**config.mk**
```make
export PLATFORM = sky130hd
export DESIGN_NAME = ts_event_capture
export DESIGN_NICKNAME = d
export VERILOG_FILES = /design/src/rtl/ts_event_capture.sv
export SDC_FILE = /design/constraint.sdc
export NUM_CORES = 1
export LEC_CHECK = 0
export CAP_MARGIN = 10
export CORE_UTILIZATION = 49
export DETAILED_ROUTE_END_ITERATION = 12
export PLACE_DENSITY = 0.68
export SETUP_SLACK_MARGIN = 0.3
export SLEW_MARGIN = 20
export SYNTH_ARGS = -nofsm -noshare
export SYNTH_HDL_FRONTEND = slang
export SYNTH_SLANG_ARGS = --single-unit
```
**constraint.sdc**
```tcl
create_clock -name clk -period 6.5 [get_ports clk]
set_input_delay 1.3 -clock clk [delete_from_list [all_inputs] [get_ports clk]]
set_output_delay 1.3 -clock clk [all_outputs]
set_load 0.01 [all_outputs]
```
**src/rtl/ts_event_capture.sv**
```systemverilog
// Resolves per-line tristate enable/data to Z/0/1 and queues timestamped transition events.
// Latency: a change seen in cycle c is presented at the FIFO head (ev_valid) in cycle c+2.
// Backpressure: full FIFO holds events in per-line pending slots; only a repeat change on a pending line loses an event (sticky overflow).
// Optional macro TS_EVENT_KEEPER_EN: released lines keep their last driven value instead of going to Z.
module ts_event_capture #(
  parameter int WIDTH = 4,
  parameter int DEPTH = 8,
  parameter int TS_W  = 8
) (
  input  logic                       clk,
  input  logic                       rst_n,
  input  logic [WIDTH-1:0]           drive,
  input  logic [WIDTH-1:0]           d,
  output logic                       ev_valid,
  input  logic                       ev_ready,
  output logic [$clog2(WIDTH)-1:0]   ev_line,
  output logic [1:0]                 ev_state,
  output logic [TS_W-1:0]            ev_time,
  output logic [2*WIDTH-1:0]         level,
  output logic [$clog2(DEPTH):0]     count,
  output logic                       overflow
);

  localparam int LW = $clog2(WIDTH);
  localparam int AW = $clog2(DEPTH);
  localparam int CW = AW + 1;
  localparam int EW = LW + 2 + TS_W;

  logic [TS_W-1:0]    ts_q, ts_d;
  logic [2*WIDTH-1:0] level_q, level_d, res;
  logic [WIDTH-1:0]   pend_q, pend_d;
  logic [1:0]         pstate_q [WIDTH];
  logic [1:0]         pstate_d [WIDTH];
  logic [TS_W-1:0]    ptime_q [WIDTH];
  logic [TS_W-1:0]    ptime_d [WIDTH];
  logic               ovf_q, ovf_d;
  logic [EW-1:0]      mem_q [DEPTH];
  logic [EW-1:0]      mem_d [DEPTH];
  logic [AW-1:0]      rd_q, rd_d, wr_q, wr_d;
  logic [CW-1:0]      cnt_q, cnt_d;

  logic               pop, wr_ok, sel_vld, do_wr;
  logic [LW-1:0]      sel;

  // Resolve each line from its buffer enable and data
  always_comb begin
    res = '0;
    for (int i = 0; i < WIDTH; i++) begin
`ifdef TS_EVENT_KEEPER_EN
      res[2*i +: 2] = drive[i] ? {1'b0, d[i]} : level_q[2*i +: 2];
`else
      res[2*i +: 2] = drive[i] ? {1'b0, d[i]} : 2'b10;
`endif
    end
  end

  // Lowest-index pending line wins the single FIFO write slot
  always_comb begin
    pop     = (cnt_q != '0) && ev_ready;
    wr_ok   = (cnt_q != CW'(DEPTH)) || pop;
    sel_vld = 1'b0;
    sel     = '0;
    for (int i = WIDTH - 1; i >= 0; i--) begin
      if (pend_q[i]) begin
        sel_vld = 1'b1;
        sel     = LW'(i);
      end
    end
    do_wr = sel_vld && wr_ok;
  end

  // Pending slot update: grant clears, a new change sets (and coalesces if still pending)
  always_comb begin
    pend_d   = pend_q;
    pstate_d = pstate_q;
    ptime_d  = ptime_q;
    ovf_d    = ovf_q;
    level_d  = res;
    ts_d     = ts_q + TS_W'(1);
    for (int i = 0; i < WIDTH; i++) begin
      if (do_wr && (sel == LW'(i))) begin
        pend_d[i] = 1'b0;
      end
      if (res[2*i +: 2] != level_q[2*i +: 2]) begin
        if (pend_q[i] && !(do_wr && (sel == LW'(i)))) begin
          ovf_d = 1'b1;
        end
        pend_d[i]   = 1'b1;
        pstate_d[i] = res[2*i +: 2];
        ptime_d[i]  = ts_q;
      end
    end
  end

  // Event FIFO pointers, occupancy and storage
  always_comb begin
    mem_d = mem_q;
    wr_d  = wr_q;
    rd_d  = rd_q;
    if (do_wr) begin
      mem_d[wr_q] = {sel, pstate_q[sel], ptime_q[sel]};
      wr_d        = wr_q + AW'(1);
    end
    if (pop) begin
      rd_d = rd_q + AW'(1);
    end
    cnt_d = cnt_q + CW'(do_wr) - CW'(pop);
  end

  // State registers; reset returns every line to Z and drops all events
  always_ff @(posedge clk or negedge rst_n) begin
    if (!rst_n) begin
      ts_q    <= '0;
      level_q <= {WIDTH{2'b10}};
      pend_q  <= '0;
      ovf_q   <= 1'b0;
      rd_q    <= '0;
      wr_q    <= '0;
      cnt_q   <= '0;
      for (int i = 0; i < WIDTH; i++) begin
        pstate_q[i] <= '0;
        ptime_q[i]  <= '0;
      end
      for (int j = 0; j < DEPTH; j++) begin
        mem_q[j] <= '0;
      end
    end else begin
      ts_q     <= ts_d;
      level_q  <= level_d;
      pend_q   <= pend_d;
      pstate_q <= pstate_d;
      ptime_q  <= ptime_d;
      ovf_q    <= ovf_d;
      rd_q     <= rd_d;
      wr_q     <= wr_d;
      cnt_q    <= cnt_d;
      mem_q    <= mem_d;
    end
  end

  assign ev_valid                     = (cnt_q != '0);
  assign {ev_line, ev_state, ev_time} = mem_q[rd_q];
  assign level                        = level_q;
  assign count                        = cnt_q;
  assign overflow                     = ovf_q;

endmodule

```
==> flow_results.xml, run 1 <==
<?xml version="1.0" encoding="UTF-8"?>
<metrics>
  <group name="routing">
    <metric name="drc_errors" unit="">0</metric>
    <metric name="wl" unit="mm">15.21</metric>
    <metric name="detailedRoute.firstIterationViolations" unit="">264</metric>
    <metric name="detailroute.via_count" unit="">4634</metric>
    <metric name="wl_per_cell" unit="um">18.21</metric>
    <metric name="dr.pass1.iters" unit="">4</metric>
    <metric name="vias_per_cell" unit="">5.550</metric>
    <metric name="detail-route-antenna-nets" unit="">0</metric>
  </group>
  <group name="final_layout">
    <metric name="synthesis_to_layout_area_growth" unit="%">14.00</metric>
    <metric name="most_frequent_cells_in_the_layout" unit="">163 x dfrtp_1, 65 x nand2_1, 63 x o21ai_0, 60 x mux2_2</metric>
    <metric name="final_cell_count_no_fill" unit="">835</metric>
    <metric name="finish.utilization" unit="%">57.68</metric>
    <metric name="final_layout_size_suffix_gt1_share" unit="%">20.74</metric>
    <metric name="antennaDiodeCount" unit="">0</metric>
    <metric name="layout.cells.most_common" unit="">dfrtp_1</metric>
    <metric name="fin_nets" unit="">659</metric>
  </group>
  <group name="setup_path">
    <metric name="path_max_fanout" unit="">26</metric>
    <metric name="crit_chain" unit="">buf_4 &gt; mux4_2 &gt; mux2_2 &gt; clkdlybuf4s50_1</metric>
    <metric name="cp_data_required_time" unit="ns">5.20</metric>
    <metric name="crit_path_end_kind" unit="">primary output</metric>
    <metric name="cp_data_arrival_time" unit="ns">2.60</metric>
    <metric name="startpoint_type" unit="">flop</metric>
    <metric name="critical_path_class" unit="">flop to primary output</metric>
    <metric name="buffers_and_inverters_on_the_worst_path" unit="">2</metric>
    <metric name="timing.critical_path.max_delay_family" unit="">buffers and inverters</metric>
    <metric name="critical_path.max_stage_delay" unit="ns">0.62</metric>
    <metric name="critical-path-slowest-cell" unit="">mux4_2</metric>
  </group>
  <group name="logic_synthesis">
    <metric name="synthesis.instances" unit="">615</metric>
    <metric name="synth-seq-area-share" unit="%">56.47</metric>
    <metric name="async_flop_share" unit="%">100.0</metric>
    <metric name="synth_edf_count" unit="">0</metric>
    <metric name="synth.lib_cells_used.distinct" unit="">42</metric>
    <metric name="synth.cell_area" unit="mm^2">0.007410</metric>
    <metric name="synth_nets" unit="">636</metric>
    <metric name="ys_warnings" unit="">0</metric>
    <metric name="postSynthRegisterBits" unit="">167</metric>
    <metric name="postSynth.topFlopCell" unit="">dfrtp_1</metric>
    <metric name="synthesized_area_per_cell" unit="um^2">12.05</metric>
  </group>
  <group name="die">
    <metric name="initial_core_utilization" unit="%">50.60</metric>
    <metric name="fp.dieW" unit="um">125.0</metric>
    <metric name="row_count" unit="">44</metric>
    <metric name="chipHeight" unit="um">125.0</metric>
    <metric name="io_pins" unit="">37</metric>
    <metric name="die_area" unit="mm^2">0.01562</metric>
    <metric name="coreArea" unit="mm^2">0.01464</metric>
  </group>
  <group name="clocking">
    <metric name="postCtsHoldBufs" unit="">0</metric>
    <metric name="clkLatencyLatePin" unit="ns">0.43</metric>
    <metric name="maximum_root_to_sink_buffer_count" unit="">2</metric>
    <metric name="tritoncts" unit="">yes</metric>
    <metric name="cts_root_buffer" unit="">clkbuf_16</metric>
    <metric name="cts.sinks" unit="">167</metric>
    <metric name="cts_inserted_buffers" unit="">17</metric>
    <metric name="post_cts.resized_instances" unit="">0</metric>
    <metric name="h-tree-depth" unit="">4</metric>
    <metric name="clk_transition_reported_paths" unit="ns">0.06</metric>
    <metric name="cts.repair_timing.setup_buffer_count" unit="">0</metric>
  </group>
  <group name="sta">
    <metric name="max_slew_vio_count" unit="">0</metric>
    <metric name="setup_viol" unit="">0</metric>
    <metric name="fmax" unit="GHz">0.2567</metric>
    <metric name="layout_worst_path_cycle_share" unit="%">59.94</metric>
    <metric name="final-hold-violation-count" unit="">0</metric>
    <metric name="fin_setup_tns" unit="ns">0</metric>
    <metric name="tightestPinTransition" unit="ns">0.9308</metric>
    <metric name="final.setup_skew" unit="ns">0.01180</metric>
    <metric name="rsz0062_at_grt" unit="">false</metric>
    <metric name="timing.max_slew.rel_slack" unit="%">37.94</metric>
    <metric name="fin_crit" unit="ns">3.896</metric>
    <metric name="timing.final.ws_setup" unit="ns">2.604</metric>
  </group>
  <group name="global_route">
    <metric name="first_global_vias" unit="">4913</metric>
    <metric name="grt.overflow.total" unit="">0</metric>
    <metric name="grt_antenna_before_repair" unit="">0</metric>
    <metric name="first_pass_grt_wire_length" unit="mm">25.56</metric>
    <metric name="groute.usage.overall" unit="%">21.50</metric>
    <metric name="largest_net_degree_at_the_start_of_global_routing" unit="">98</metric>
  </group>
  <group name="hold_path">
    <metric name="worstHoldPathType" unit="">flop to flop</metric>
  </group>
  <group name="placed_design">
    <metric name="place_inst" unit="">803</metric>
    <metric name="routabilityCongestion" unit="">0.7471</metric>
    <metric name="preCtsSetupSlack" unit="ns">2.638</metric>
    <metric name="placement.io_buffers" unit="">36</metric>
    <metric name="total_half_perimeter_wirelength_after_legalization_and_detailed_placement" unit="mm">9.632</metric>
  </group>
  <group name="power">
    <metric name="vdd_ir_drop_max" unit="uV">234.8</metric>
    <metric name="post-layout-total-power" unit="mW">3.861</metric>
    <metric name="leakage" unit="nW">3.640</metric>
    <metric name="power_per_cell_area" unit="mW/mm^2">457.2</metric>
  </group>
  <group name="run">
    <metric name="drv_cap" unit="">0</metric>
  </group>
  <group name="run_status">
    <metric name="run_status" unit="">complete, no violations</metric>
  </group>
</metrics>
layout make-up:
type / count / area [um^2]
multi-input combinational: 396 / 2982
fill: 1227 / 6197
clock buffer: 23 / 467.9
timing repair buffer: 42 / 406.6
sequential: 167 / 4184
inverter: 14 / 52.55
clock inverter: 9 / 123.9
tap: 184 / 230.2
flip-flops by register name, indices dropped and copies added, names as in the netlist:
register,cells
level,8
ts_q,8
ptime_q,32
pend_q,4
wr_q,3
mem_q,96
count,4
rd_q,3
pstate_q,8
overflow,1
metal layers:
| layer | vias up | routed length (um) | global-route usage [%] |
|---|---|---|---|
| li1 | 2212 | - | - |
| met1 | 2345 | 6931 | 27.70 |
| met2 | 68 | 7692 | 35.72 |
| met3 | 9 | 421 | 5.777 |
| met4 | 0 | 159 | 6.456 |
| met5 | - | 0 | 0 |
report_power, final:
part | internal [mW] | leakage (nW) | switching, mW
combinational | 0.667 | 1.31 | 0.639
clock | 0.622 | 0.295 | 0.392
sequential | 1.35 | 2.04 | 0.197
worst min-delay path, stage by stage, from the launching register on:
cell	delay, ns
dfrtp_1	0.34
nand2_1	0.04
o21ai_0	0.06
stage by stage:
stage	hold slack, ns	area, um^2
3_3_place_gp	0.4567	7855
3_5_place_dp	0.4666	7855
4_1_cts	0.4801	8447
5_1_grt	0.5060	8447
2_1_floorplan	0.4446	7410
6_report	0.4775	8447
synthesized netlist by cell type (all sizes together), types with 3 or more instances:
cell    instances  area [um^2]
inv            14        52.55
and2            4        25.02
or2             3        18.77
a31oi           3        18.77
o21ai          64        320.3
nor2           41        153.9
ha              9        112.6
xnor2           9        78.83
nand3           7        35.03
nand2          65        244.0
a21o            3        22.52
mux2i           5        50.05
dfstp           4        105.1
nor2b           6        37.54
o22a            5        50.05
a221oi          5        43.79
nand2b          5        31.28
nor3b           8        60.06
and3            3        18.77
xor2            7        61.31
clkbuf         13        48.80
buf            25        148.9
a21oi          41        205.2
dfrtp         163         4079
nor3            7        46.30
mux2           60        675.7
mux4           24        540.5
kinds of logic after synthesis:
logic type | Yosys count | synth area share (%)
compound gates | 126 | 9.558
xor+xnor | 16 | 1.891
fa+ha+maj | 10 | 1.790
buf+inv | 52 | 3.377
flops | 167 | 56.47
mux | 89 | 17.09
simple gates | 155 | 9.828
path summary, 6_finish.rpt:
path / startpoint / endpoint / slack (ns) / depth (start not counted)
worst max-delay path: rd_q[0] / ev_state[0] / 2.60 / 4
worst min-delay path: mem_q[62] / mem_q[62] / 0.48 / 2
worst max register to register: pend_q[1] / mem_q[22] / 3.39 / 4
worst min register to register: mem_q[62] / mem_q[62] / 0.48 / 2
max in group asynchronous: rst_n / mem_q[75] / 4.06 / 2
min in group asynchronous: rst_n / mem_q[82] / 0.95 / 1
No activity file was read; power rests on OpenSTA's default activity.
==> run 2, diff against run 1 <==
==> constraint.sdc (replaced) <==
create_clock -name clk -period 4.1 [get_ports clk]
set_input_delay 0.82 -clock clk [delete_from_list [all_inputs] [get_ports clk]]
set_output_delay 0.82 -clock clk [all_outputs]
set_load 0.01 [all_outputs]
==> run 2 against run 1 <==
Against the previous run:
- utilization is 0.26 points higher
- sequential cell count stayed put
- power is 58% higher
- final cell count is 1.1% higher
==> flow_results.xml, run 2 (synthesis gave the netlist of run 1 again) <==
<?xml version="1.0" encoding="UTF-8"?>
<metrics>
  <group name="routing">
    <metric name="detailroute.via_count" unit="">4756</metric>
    <metric name="detail-route-antenna-nets" unit="">0</metric>
    <metric name="wl_per_cell" unit="um">18.46</metric>
    <metric name="detailedRoute.firstIterationViolations" unit="">425</metric>
    <metric name="wl" unit="mm">15.58</metric>
    <metric name="dr.pass1.iters" unit="">6</metric>
    <metric name="vias_per_cell" unit="">5.635</metric>
    <metric name="drc_errors" unit="">0</metric>
  </group>
  <group name="final_layout">
    <metric name="biggestRegsByFlops" unit="">mem_q: 96 flops, ptime_q: 32 flops</metric>
    <metric name="most_frequent_cells_in_the_layout" unit="">163 x dfrtp_1, 65 x nand2_1, 63 x o21ai_0, 60 x mux2_2</metric>
    <metric name="finish.utilization" unit="%">57.94</metric>
    <metric name="final_layout_size_suffix_gt1_share" unit="%">21.52</metric>
    <metric name="final_area" unit="mm^2">0.008484</metric>
    <metric name="largest_register_ff_count" unit="">96</metric>
    <metric name="antennaDiodeCount" unit="">0</metric>
    <metric name="fin_nets" unit="">668</metric>
    <metric name="register_name_with_the_most_flops" unit="">mem_q</metric>
    <metric name="synthesis_to_layout_area_growth" unit="%">14.51</metric>
    <metric name="layout.cells.most_common" unit="">dfrtp_1</metric>
  </group>
  <group name="sta">
    <metric name="fmax" unit="GHz">0.2949</metric>
    <metric name="final-hold-violation-count" unit="">0</metric>
    <metric name="fin_setup_tns" unit="ns">0</metric>
    <metric name="setup_viol" unit="">0</metric>
    <metric name="tightestPinTransition" unit="ns">0.9347</metric>
    <metric name="layout_worst_path_cycle_share" unit="%">82.70</metric>
    <metric name="final.setup_skew" unit="ns">0.007195</metric>
    <metric name="rsz0062_at_grt" unit="">false</metric>
    <metric name="max_slew_vio_count" unit="">0</metric>
    <metric name="timing.max_slew.rel_slack" unit="%">37.49</metric>
    <metric name="fin_crit" unit="ns">3.391</metric>
  </group>
  <group name="setup_path">
    <metric name="path_max_fanout" unit="">26</metric>
    <metric name="crit_start" unit="">rd_q[0]</metric>
    <metric name="critical_register_to_register_path_startpoint" unit="">pend_q[0]</metric>
    <metric name="startpoint_type" unit="">flop</metric>
    <metric name="cp_data_required_time" unit="ns">3.28</metric>
    <metric name="critical_path_class" unit="">flop to primary output</metric>
    <metric name="crit_path_end_kind" unit="">primary output</metric>
    <metric name="cp_data_arrival_time" unit="ns">2.57</metric>
  </group>
  <group name="die">
    <metric name="fp.dieW" unit="um">125.0</metric>
    <metric name="coreArea" unit="mm^2">0.01464</metric>
    <metric name="die_area" unit="mm^2">0.01562</metric>
    <metric name="initial_core_utilization" unit="%">50.60</metric>
    <metric name="io_pins" unit="">37</metric>
    <metric name="row_count" unit="">44</metric>
    <metric name="chipHeight" unit="um">125.0</metric>
  </group>
  <group name="global_route">
    <metric name="grt_antenna_before_repair" unit="">0</metric>
    <metric name="first_global_vias" unit="">5010</metric>
    <metric name="grt.overflow.total" unit="">0</metric>
    <metric name="first_pass_grt_wire_length" unit="mm">26.00</metric>
    <metric name="largest_net_degree_at_the_start_of_global_routing" unit="">79</metric>
    <metric name="groute.usage.overall" unit="%">21.85</metric>
  </group>
  <group name="power">
    <metric name="vdd_ir_drop_max" unit="uV">395.9</metric>
    <metric name="leakage" unit="nW">3.667</metric>
    <metric name="power_per_cell_area" unit="mW/mm^2">719.7</metric>
  </group>
  <group name="run">
    <metric name="drv_cap" unit="">0</metric>
  </group>
  <group name="clocking">
    <metric name="cts.sinks" unit="">167</metric>
    <metric name="postCtsHoldBufs" unit="">0</metric>
    <metric name="tritoncts" unit="">yes</metric>
    <metric name="h-tree-depth" unit="">4</metric>
    <metric name="cts.repair_timing.setup_buffer_count" unit="">0</metric>
    <metric name="clkLatencyLatePin" unit="ns">0.43</metric>
    <metric name="cts_inserted_buffers" unit="">17</metric>
    <metric name="cts_root_buffer" unit="">clkbuf_16</metric>
    <metric name="maximum_root_to_sink_buffer_count" unit="">2</metric>
    <metric name="post_cts.resized_instances" unit="">0</metric>
    <metric name="clk_transition_reported_paths" unit="ns">0.06</metric>
  </group>
  <group name="placed_design">
    <metric name="placement.io_buffers" unit="">36</metric>
    <metric name="total_half_perimeter_wirelength_after_legalization_and_detailed_placement" unit="mm">10.10</metric>
    <metric name="dpl-instance-area" unit="mm^2">0.007923</metric>
    <metric name="routabilityCongestion" unit="">0.7275</metric>
  </group>
  <group name="run_status">
    <metric name="run_status" unit="">complete, no violations</metric>
  </group>
  <group name="hold_path">
    <metric name="worstHoldPathType" unit="">input pin to async pin</metric>
  </group>
</metrics>
-- run 2: changes by cell type in the layout (fill, tap and decap cells not counted) --
cell / before / now
clkbuf_1: 4 / 6
buf_4: 6 / 15
clkinv_2: 5 / 3
clkbuf_8: 2 / 5
bufinv_16: 3 / 1
clkinv_4: 1 / 0
-- run 2: where the power goes --
part | switching, mW | total, mW | internal [mW]
logic | 1.05 | 2.13 | 1.09
registers | 0.321 | 2.45 | 2.13
clock network | 0.606 | 1.52 | 0.914
-- run 2: path summary, 6_finish.rpt --
path / endpoint / slack, ns / cells after the start
worst max-delay path: ev_state[0] / 0.71 / 4
worst min-delay path: mem_q[75] / 0.43 / 1
worst max register to register: count[2] / 1.26 / 8
worst min register to register: mem_q[51] / 0.48 / 2
max in group asynchronous: mem_q[67] / 2.65 / 2
min in group clk: mem_q[51] / 0.48 / 2
-- run 2: cell type report --
cell class	count	area [um^2]
clock buffers	28	516.7
clock inverters	4	45.04
fillers	1203	6160
inverters	14	52.55
multi-input cells	396	2982
flip-flops and latches	167	4184
well taps	184	230.2
repair buffers	51	474.2
-- run 2: metal layers --
metal	share of wire [%]	vias up	track usage, %
met5	0	-	0
met4	1.7	0	8.034
met3	2.7	20	3.979
met2	52	62	37.99
met1	44	2441	27.40
li1	-	2233	-
-- run 2: per-stage QoR --
stage	hold WS, ns	cells	total power, mW	setup WS [ns]
6_report	0.4325	844	6.106	0.7095
5_1_grt	0.4675	844	6.493	0.5630
4_1_cts	0.4451	844	6.164	0.6578
3_5_place_dp	0.4680	812	4.633	0.8865
3_3_place_gp	0.4561	812	4.516	0.9429
2_1_floorplan	0.4446	615	3.879	1.626
-- run 2: worst max-delay path: stages, from the launching register on --
cell and delay (ns):
dfrtp_1 0.32, buf_4 0.44, mux4_2 0.58, mux2_2 0.29, clkdlybuf4s50_1 0.49
==> run 3, diff against run 2 <==
--- a/config.mk
+++ b/config.mk
@@ -8,7 +8,7 @@
 export CAP_MARGIN = 10
 export CORE_UTILIZATION = 49
 export DETAILED_ROUTE_END_ITERATION = 12
-export PLACE_DENSITY = 0.68
+export PLACE_DENSITY = 0.71
 export SETUP_SLACK_MARGIN = 0.3
 export SLEW_MARGIN = 20
 export SYNTH_ARGS = -nofsm -noshare
==> constraint.sdc (replaced) <==
create_clock -name clk -period 2.9 [get_ports clk]
set_input_delay 0.58 -clock clk [delete_from_list [all_inputs] [get_ports clk]]
set_output_delay 0.58 -clock clk [all_outputs]
set_load 0.01 [all_outputs]
==> run 3 against run 2 <==
Against the previous run:
- sequential power up 40%
- the flow now finishes with violations (DRC)
- global-route usage about the same
- routed wire length up 0.40%
- register-to-register slack worse by 0.61 ns
- final cell count up 2.4%
- sequential share of layout area down 1.8 points
- via count up 1.0%
- clock skew up 0.00063 ns
==> flow_results.xml, run 3 (synthesis gave the netlist of run 1 again) <==
<?xml version="1.0" encoding="UTF-8"?>
<metrics>
  <group name="setup_path">
    <metric name="reg2reg_to" unit="">count[2]</metric>
    <metric name="cp_data_required_time" unit="ns">2.32</metric>
    <metric name="worst-r2r-setup-slack" unit="ns">0.65</metric>
    <metric name="crit_chain" unit="">buf_6 &gt; buf_16 &gt; mux4_2 &gt; mux2_2 &gt; buf_2</metric>
    <metric name="critical-path-slowest-cell" unit="">mux4_2</metric>
    <metric name="path_max_fanout" unit="">6</metric>
    <metric name="cp_data_arrival_time" unit="ns">2.05</metric>
    <metric name="critical_path_class" unit="">flop to primary output</metric>
    <metric name="crit_path_end_kind" unit="">primary output</metric>
    <metric name="critical_path.max_stage_delay" unit="ns">0.50</metric>
    <metric name="startpoint_type" unit="">flop</metric>
    <metric name="critical_register_to_register_path_startpoint" unit="">pend_q[0]</metric>
    <metric name="r2r_cells" unit="">8</metric>
    <metric name="crit_start" unit="">rd_q[0]</metric>
    <metric name="critical_path.endpoint" unit="">ev_time[3]</metric>
  </group>
  <group name="run">
    <metric name="drv_cap" unit="">0</metric>
  </group>
  <group name="routing">
    <metric name="vias_per_cell" unit="">5.561</metric>
    <metric name="detailedRoute.firstIterationViolations" unit="">309</metric>
    <metric name="wl" unit="mm">15.64</metric>
    <metric name="drc_errors" unit="">6</metric>
    <metric name="detailroute.via_count" unit="">4805</metric>
    <metric name="dr.pass1.iters" unit="">8</metric>
    <metric name="detail-route-antenna-nets" unit="">0</metric>
    <metric name="wl_per_cell" unit="um">18.10</metric>
  </group>
  <group name="sta">
    <metric name="layout_worst_path_cycle_share" unit="%">90.67</metric>
    <metric name="max_slew_vio_count" unit="">0</metric>
    <metric name="fin_setup_tns" unit="ns">0</metric>
    <metric name="final.setup_skew" unit="ns">0.007826</metric>
    <metric name="timing.max_slew.rel_slack" unit="%">53.98</metric>
    <metric name="setup_viol" unit="">0</metric>
    <metric name="holdWs" unit="ns">0.09616</metric>
    <metric name="tightestPinTransition" unit="ns">0.6903</metric>
    <metric name="fin_crit" unit="ns">2.630</metric>
    <metric name="rsz0062_at_grt" unit="">true</metric>
    <metric name="fmax" unit="GHz">0.3803</metric>
    <metric name="final-hold-violation-count" unit="">0</metric>
  </group>
  <group name="final_layout">
    <metric name="antennaDiodeCount" unit="">0</metric>
    <metric name="biggestRegsByFlops" unit="">mem_q: 96 flops, ptime_q: 32 flops</metric>
    <metric name="most_frequent_cells_in_the_layout" unit="">162 x dfrtp_1, 65 x nand2_1, 63 x o21ai_0, 53 x mux2_2</metric>
    <metric name="largest_register_ff_count" unit="">96</metric>
    <metric name="final_layout_size_suffix_gt1_share" unit="%">25.29</metric>
    <metric name="nFillCells" unit="">1168</metric>
    <metric name="layout.cells.most_common" unit="">dfrtp_1</metric>
    <metric name="finish.utilization" unit="%">60.18</metric>
    <metric name="synthesis_to_layout_area_growth" unit="%">18.93</metric>
    <metric name="register_name_with_the_most_flops" unit="">mem_q</metric>
    <metric name="fin_nets" unit="">688</metric>
  </group>
  <group name="global_route">
    <metric name="first_pass_grt_wire_length" unit="mm">26.47</metric>
    <metric name="largest_net_degree_at_the_start_of_global_routing" unit="">56</metric>
    <metric name="grt.overflow.total" unit="">0</metric>
    <metric name="first_global_vias" unit="">5080</metric>
    <metric name="grt_antenna_before_repair" unit="">0</metric>
    <metric name="groute.usage.overall" unit="%">21.90</metric>
  </group>
  <group name="die">
    <metric name="coreArea" unit="mm^2">0.01464</metric>
    <metric name="initial_core_utilization" unit="%">50.60</metric>
    <metric name="fp.dieW" unit="um">125.0</metric>
    <metric name="die_area" unit="mm^2">0.01562</metric>
    <metric name="chipHeight" unit="um">125.0</metric>
    <metric name="io_pins" unit="">37</metric>
    <metric name="row_count" unit="">44</metric>
  </group>
  <group name="power">
    <metric name="power_per_cell_area" unit="mW/mm^2">1041</metric>
    <metric name="vdd_ir_drop_max" unit="uV">557.3</metric>
    <metric name="leakage" unit="nW">3.865</metric>
  </group>
  <group name="clocking">
    <metric name="tritoncts" unit="">yes</metric>
    <metric name="clkLatencyLatePin" unit="ns">0.42</metric>
    <metric name="cts_inserted_buffers" unit="">17</metric>
    <metric name="postCtsHoldBufs" unit="">0</metric>
    <metric name="cts.sinks" unit="">167</metric>
    <metric name="clk_transition_reported_paths" unit="ns">0.06</metric>
    <metric name="h-tree-depth" unit="">4</metric>
    <metric name="cts_root_buffer" unit="">clkbuf_16</metric>
    <metric name="maximum_root_to_sink_buffer_count" unit="">2</metric>
  </group>
  <group name="hold_path">
    <metric name="worstHoldPathType" unit="">input pin to async pin</metric>
  </group>
  <group name="run_status">
    <metric name="failed_checks" unit="">DRC</metric>
    <metric name="run_status" unit="">finished, violations left</metric>
  </group>
  <group name="placed_design">
    <metric name="placement.io_buffers" unit="">36</metric>
    <metric name="routabilityCongestion" unit="">0.7811</metric>
    <metric name="total_half_perimeter_wirelength_after_legalization_and_detailed_placement" unit="mm">10.21</metric>
  </group>
</metrics>
run 3: layer usage:
| metal | share of wire [%] | vias up | global-route usage [%] |
|---|---|---|---|
| met2 | 52 | 84 | 38.28 |
| met3 | 3.4 | 19 | 4.365 |
| met1 | 43 | 2436 | 26.87 |
| met5 | 0 | - | 0 |
| li1 | - | 2266 | - |
| met4 | 1.5 | 0 | 8.321 |
run 3: report_power, final:
group / internal, mW / total [mW] / switching, mW
Combinational: 1.89 / 3.52 / 1.63
Clock: 1.36 / 2.22 / 0.855
Sequential: 3.02 / 3.44 / 0.424
Total: 6.27 / 9.18 / 2.91
run 3: area by class of cell:
cell class	count	area, um^2	share of cell area, %
timing repair buffer	71	767.0	8.704
inverter	14	52.55	0.5963
tap	184	230.2	2.613
clock buffer	29	510.5	5.793
sequential	167	4185	47.49
clock inverter	3	65.06	0.7383
multi-input combinational	396	3002	34.06
run 3: timing repair:
| action | 4_1_cts | 5_1_grt |
|---|---|---|
| gates resized for setup | 68 | 5 |
| pin swaps | 0 | 0 |
| cloned | 3 | 0 |
| endpoints found under the setup margin | 12 | 12 |
| setup buffers | 4 | 0 |
run 3: worst min-delay path by stage:
stage	startpoint	end	slack, ns
finish	rst_n	mem_q[87]	0.1
global route	rst_n	mem_q[87]	0.11
CTS	rst_n	mem_q[87]	0.10
detailed placement	rd_q[2]	rd_q[2]	0.47
global placement	mem_q[87]	mem_q[87]	0.46
floorplan	rst_n	count[0]	0.28
run 3: per-stage QoR:
stage          setup slack (ns)  cells  area, um^2  total power [mW]
3_3_place_gp             0.3162    825        8077             6.494
3_5_place_dp             0.2743    825        8077             6.680
5_1_grt                  0.2176    864        8812             9.709
4_1_cts                  0.2512    864        8791             9.181
6_report                 0.2705    864        8812             9.176
2_1_floorplan            0.5497    615        7410             5.484
run 3: critical path: cells and delay by family (launching register included):
family	cells	cell delay [ns]
buffers and inverters	3	0.43
flip-flops	1	0.43
multiplexers	2	0.77
